**src/rtl/axis_width_downsizer.sv**
```systemverilog
// ---------------------------------------------------------------------------
// axis_width_downsizer
//
// Splits each wide AXI4-Stream word into RATIO narrower beats, least
// significant slice first. A word is held in a register and presented one
// slice per output handshake. A new word can be accepted on the same cycle
// the last slice is consumed, so a continuous input stream produces a
// continuous output stream.
//
// Optional feature macro: OUT_COUNTER_EN
//   When defined, adds a 32-bit output-beat counter (out_count) with a
//   synchronous clear input (out_count_reset).
//
// Ports:
//   axis_aclk        clock, rising edge
//   axis_aresetn     synchronous active-low reset
//   s00_axis_tvalid  input word valid
//   s00_axis_tready  ready for an input word
//   s00_axis_tdata   input word [IN_WIDTH]
//   m00_axis_tvalid  output slice valid
//   m00_axis_tready  downstream ready
//   m00_axis_tdata   output slice [OUT_WIDTH]
//   m00_axis_tlast   high on the final slice of each word
//   busy             high while a word is held
//   out_count        output-beat counter (OUT_COUNTER_EN only)
//   out_count_reset  synchronous clear of out_count (OUT_COUNTER_EN only)
// ---------------------------------------------------------------------------
module axis_width_downsizer #(
  parameter int IN_WIDTH  = 32,
  parameter int OUT_WIDTH = 8
) (
  input  logic                 axis_aclk,
  input  logic                 axis_aresetn,
  input  logic                 s00_axis_tvalid,
  output logic                 s00_axis_tready,
  input  logic [IN_WIDTH-1:0]  s00_axis_tdata,
  output logic                 m00_axis_tvalid,
  input  logic                 m00_axis_tready,
  output logic [OUT_WIDTH-1:0] m00_axis_tdata,
  output logic                 m00_axis_tlast,
  output logic                 busy
`ifdef OUT_COUNTER_EN
  ,
  output logic [31:0]          out_count,
  input  logic                 out_count_reset
`endif
);

  localparam int RATIO = IN_WIDTH / OUT_WIDTH;
  localparam int IDX_W = (RATIO > 1) ? $clog2(RATIO) : 1;
  localparam logic [IDX_W-1:0] LAST_IDX = IDX_W'(RATIO - 1);

  typedef enum logic {
    EMPTY = 1'b0,
    HOLD  = 1'b1
  } state_t;

  state_t                state_r, state_n;
  logic [IN_WIDTH-1:0]   word_r, word_n;
  logic [IDX_W-1:0]      idx_r, idx_n;
  logic                  full_r;
  logic                  at_last;
  logic                  in_hs;
  logic                  out_hs;
  logic [OUT_WIDTH-1:0]  slices [RATIO];

  assign full_r  = (state_r == HOLD);
  assign at_last = (idx_r == LAST_IDX);

  // Ready is the only combinational path: a held word frees its slot on the
  // cycle its last slice leaves, which is what allows back-to-back words.
  assign s00_axis_tready = !full_r | (at_last & m00_axis_tready);

  assign in_hs  = s00_axis_tvalid & s00_axis_tready;
  assign out_hs = full_r & m00_axis_tready;

  for (genvar g = 0; g < RATIO; g++) begin : g_slice
    assign slices[g] = word_r[g*OUT_WIDTH +: OUT_WIDTH];
  end

  assign m00_axis_tvalid = full_r;
  assign m00_axis_tdata  = slices[idx_r];
  assign m00_axis_tlast  = full_r & at_last;
  assign busy            = full_r;

  always_ff @(posedge axis_aclk) begin
    if (!axis_aresetn) begin
      state_r <= EMPTY;
      word_r  <= '0;
      idx_r   <= '0;
    end else begin
      state_r <= state_n;
      word_r  <= word_n;
      idx_r   <= idx_n;
    end
  end

  // Next-state logic. The input word is only captured on an input handshake,
  // so s00_axis_tdata is ignored at all other times.
  always_comb begin
    state_n = state_r;
    word_n  = word_r;
    idx_n   = idx_r;
    case (state_r)
      EMPTY: begin
        if (in_hs) begin
          word_n  = s00_axis_tdata;
          idx_n   = '0;
          state_n = HOLD;
        end
      end
      HOLD: begin
        if (out_hs) begin
          if (!at_last) begin
            idx_n = idx_r + 1'b1;
          end else if (in_hs) begin
            word_n = s00_axis_tdata;
            idx_n  = '0;
          end else begin
            idx_n   = '0;
            state_n = EMPTY;
          end
        end
      end
      default: begin
        state_n = EMPTY;
        idx_n   = '0;
      end
    endcase
  end

`ifdef OUT_COUNTER_EN
  // Clear takes priority over a coincident output handshake.
  always_ff @(posedge axis_aclk) begin
    if (!axis_aresetn || out_count_reset) begin
      out_count <= '0;
    end else if (out_hs) begin
      out_count <= out_count + 32'd1;
    end
  end
`endif

endmodule

```
**config.mk**
```make
export PLATFORM = sky130hd
export DESIGN_NAME = axis_width_downsizer
export DESIGN_NICKNAME = d
export VERILOG_FILES = /design/src/rtl/axis_width_downsizer.sv
export SDC_FILE = /design/constraint.sdc
export NUM_CORES = 1
export LEC_CHECK = 0
export CORE_UTILIZATION = 30
export CTS_BUF_LIST = sky130_fd_sc_hd__clkbuf_8
export CTS_CLUSTER_DIAMETER = 30
export DETAILED_ROUTE_END_ITERATION = 12
export PLACE_DENSITY = 0.6
export SLEW_MARGIN = 0
export SYNTH_ARGS = -nofsm -noshare
export SYNTH_HDL_FRONTEND = slang
export SYNTH_SLANG_ARGS = --single-unit
```
**constraint.sdc**
```tcl
create_clock -name axis_aclk -period 1.8 [get_ports axis_aclk]
set_clock_uncertainty 0.1 [all_clocks]
set_input_delay 0.36 -clock axis_aclk [delete_from_list [all_inputs] [get_ports axis_aclk]]
set_output_delay 0.36 -clock axis_aclk [all_outputs]
set_load 0.02 [all_outputs]
```
# Yosys cells after proc, flatten, opt, wreduce, memory -nomap -nowiden

Cells that the tools add are included.

Flip-flop bits (word level): 35
Input bits: 36
Output and inout bits: 12
Logic and storage cells: 34

Add/subtract/negate cells: 1
Order comparisons: 1
Equality and inequality tests: 4
Muxes and demuxes: 15
Bitwise gates (word level): 7
Reduce and logical (&&, ||, !) cells: 3

Operators by type and width:

| kind                  | number |
|---|---|
| $mux W32              | 3 |
| $pmux W32 S2          | 1 |
| $bmux W8 S2           | 1 |
| $mux W8               | 2 |
| $mux W2               | 3 |
| $and A1 B1 Y1         | 4 |
| $ne A2 B1 Y1 const B  | 2 |
| $pmux W2 S2           | 1 |
| $reduce_and A2 Y1     | 2 |
| $ge A3 B3 Y1 const B  | 1 |
| $mux W1               | 3 |
| $not A2 Y3            | 1 |
| $add A2 B1 Y2 const B | 1 |
| $eq A2 B2 Y1 const B  | 1 |
| $ne A2 B2 Y1 const B  | 1 |
| $pmux W1 S2           | 1 |
| $logic_not A1 Y1      | 1 |
| $not A1 Y1            | 1 |
| $or A1 B1 Y1          | 1 |

# Logic depth before layout (Yosys ltp)

Depth after elaboration: 8
Depth in mapped cells: 6
Gate-level depth less buffers: 4

# Least setup slack after synthesis

OpenSTA, ideal clock, no wires.

Kind: flip-flop to output port
From: register idx_r[1]
To: output m00_axis_tdata[2]
Data arrival time: 1136 ps
Required time: 1340 ps
Setup slack: 204 ps
Cell stages (with the launch flop): 3
Path buffers: 1
Cells stage by stage: dfxtp_1 buf_2 mux4_2

Longest elaborated chain between the ends: 4

Ends and longest elaborated chain:

| element                                     | RTL line | RTL |
|---|---|---|
| from (decl)                                 | 60       | `logic [IDX_W-1:0] idx_r, idx_n;` |
| from (signal assigned)                      | 94       | `idx_r <= idx_n;` |
| $not A2 Y3 (not written as such)            | 82       | `assign m00_axis_tdata = slices[idx_r];` |
| $bmux W8 S2                                 | 82       |  |
| $mux W8 (not written as such) (2 in series) | 82       |  |
| to (decl)                                   | 39       | `output logic [OUT_WIDTH-1:0] m00_axis_tdata,` |

Every way passes these cells. The select of a mux whose other input is x is not followed.

# Worst setup path after layout

From: register idx_r[1]
To: output m00_axis_tdata[4]

Same word-level chain as after synthesis.

==> results.cfg <==
[status]
status = complete, but fails checks
violations = negative setup slack

[timing]
fin_setup_tns_ps = -620
setup_ws_ps = -96.2
finalCritPeriodShare_pct = 105
setup_violations = 8
max_freq_ghz = 0.527
relSlewSlack_pct = 82.7
worst_pin_slew_ps = 259
rsz0062_at_grt = yes
slew_viol_final = 0
min_period_ps = 1900
hold_slack_ps = 355
hold_violations = 0

[drt]
drc = 0
vias = 1278
vias_per_cell = 4.44
wl_per_cell_um = 11.6
firstDrtPassIters = 4
postRouteAntennaNets = 0
wirelength_um = 3340
drt_iter0_markers = 51

[logic_synthesis]
yosys_warnings = 0
ys_seq_area_share_pct = 42.2
synthCells = 165
ys_types = 18
synth.ff_latch_count = 35
syn_area_per_cell_um2 = 10.1
syn_area_mm2 = 0.00166
syn-num-nets = 202

[global_route]
antenna_found_initial = 0
grt_pass1_wl_um = 5740
grt_overflow = 0
grt_max_degree = 68
grt.total_usage_pct = 12.3
grt_pass1_vias = 1301

[cts]
cts_buffers = 5
clock_sinks = 35
tritoncts = yes
cts_htree_levels = 2
clock_latency_ps = 270
cts-root-buf = clkbuf_8
clk_pin_slew_ps = 70
clk_path_buf_depth = 2
hold_buffers = 0

[finish]
fin_nets = 254
antennaDiodeCount = 0
nFillCells = 510
final_common_cell = nand2_1
areaGrowthSynthToFinish_pct = 45.3
drive_above_1_share_pct = 20.6
mostFrequentLayoutCells = nand2_1, clkdlybuf4s50_1, mux2i_1, dfxtp_1

[pwr]
power.density_mw_per_mm2 = 787
irDropWorstVdd_mv = 0.471
leakage_nw = 0.997
report.power.total_mw = 1.90

[critical_path]
r2r_start = idx_r[0]
worstSetupStartpoint = idx_r[1]
crit_chain = buf_12 > mux4_2 > buf_6
cp-end-kind = primary output
worstSetupStartpointType = register
cp_slowest_cell = mux4_2
cp.required_ps = 1340
cpLargestDelayFamily = multiplexers
critPathMaxFanout = 5
path_buf_inv = 2
crit_type = register to primary output
cp.arrival_ps = 1440
max_stage_delay_ps = 510

[worst_hold_path]
min-delay-start = word_r[12]
hold_path.class = register to register

[place]
gp_congestion = 0.648
dp_slack_ps = -271
hpwl_um = 2280
io_buffers = 47

[floorplanning]
die_y_um = 76.4
core-area_mm2 = 0.00520
die_area_mm2 = 0.00584
pin_count = 48
rows = 26
die_w_um = 76.4
initial_core_util_pct = 31.9

[run]
cap_violations = 0
## worst min-delay path, delay by kind of cell, from the launching register on
| family | cells | cell delay (ps) |
|---|---|---|
| muxes | 1 | 50 |
| and+or+nand+nor | 1 | 50 |
| DFF | 1 | 310 |
## logic make-up after synthesis
group	share of synthesized area (%)
DFF	42.2
muxes	30.7
adders and majority gates	0.753
and+or+nand+nor	16.4
buffers and inverters	7.23
AOI/OAI and AO/OA	2.64
## per-layer routing
layer | vias to the layer above | wire length (µm) | track usage (%)
li1 | 657 | - | -
met1 | 586 | 1650 | 15.6
met2 | 33 | 1510 | 20.2
met3 | 2 | 163 | 3.23
met4 | 0 | 20 | 4.04
met5 | - | 0 | 0
## through the flow
stage / instance area (µm²) / std cells / util, %
after floorplan: 1660 / 165 / -
after global placement: 2240 / 278 / 43.0
after detailed placement: 2240 / 278 / 43.0
after CTS: 2340 / 287 / 44.9
after global routing: 2410 / 288 / 46.3
final: 2410 / 288 / 46.3
## power by group
group,internal (mW),leakage (nW),switching (mW)
clock network,0.448,0.0612,0.270
registers,0.822,0.289,0.0248
logic,0.199,0.647,0.135
total,1.47,0.997,0.430
## registers in the layout, indices dropped and copies added, names as in the netlist
register  cells
busy          1
idx_r         2
word_r       32
## synthesized netlist by cell type
library cell	count	area [µm²]
nand2_1	64	240
dfxtp_1	35	701
mux2i_1	33	330
mux4_2	8	180
clkbuf_1	6	22.5
buf_12	3	60.1
buf_2	3	15.0
a32oi_1	2	17.5
nor2b_1	2	12.5
a21boi_4	1	18.8
and2_2	1	7.51
buf_4	1	7.51
buf_6	1	11.3
ha_1	1	12.5
inv_1	1	3.75
nor2_1	1	3.75
nor2b_2	1	8.76
o21a_1	1	7.51
## repair_timing
item | in CTS | in global routing
cloned | 0 | 1
pin swaps | 0 | 0
setup endpoints to repair | 10 | 12
buffers inserted | 1 | 0
resized for setup | 46 | 17
## final cells by class
class / instances / area, µm² / area share, %
Clock inverter: 2 / 35.0 / 1.45
Timing Repair Buffer: 59 / 641 / 26.6
Multi-Input combinational cell: 115 / 857 / 35.5
Sequential cell: 35 / 706 / 29.3
Inverter: 1 / 3.75 / 0.156
Tap cell: 70 / 87.6 / 3.63
Clock buffer: 6 / 82.6 / 3.42
## final timing paths
path	endpoint	depth (start not counted)	slack, ps
worst max register to register	word_r[10]	7	170
worst min register to register	word_r[12]	2	360
worst max-delay path	m00_axis_tdata[4]	3	-100
worst min-delay path	word_r[12]	2	360
Power figures use the tool's default switching activity.
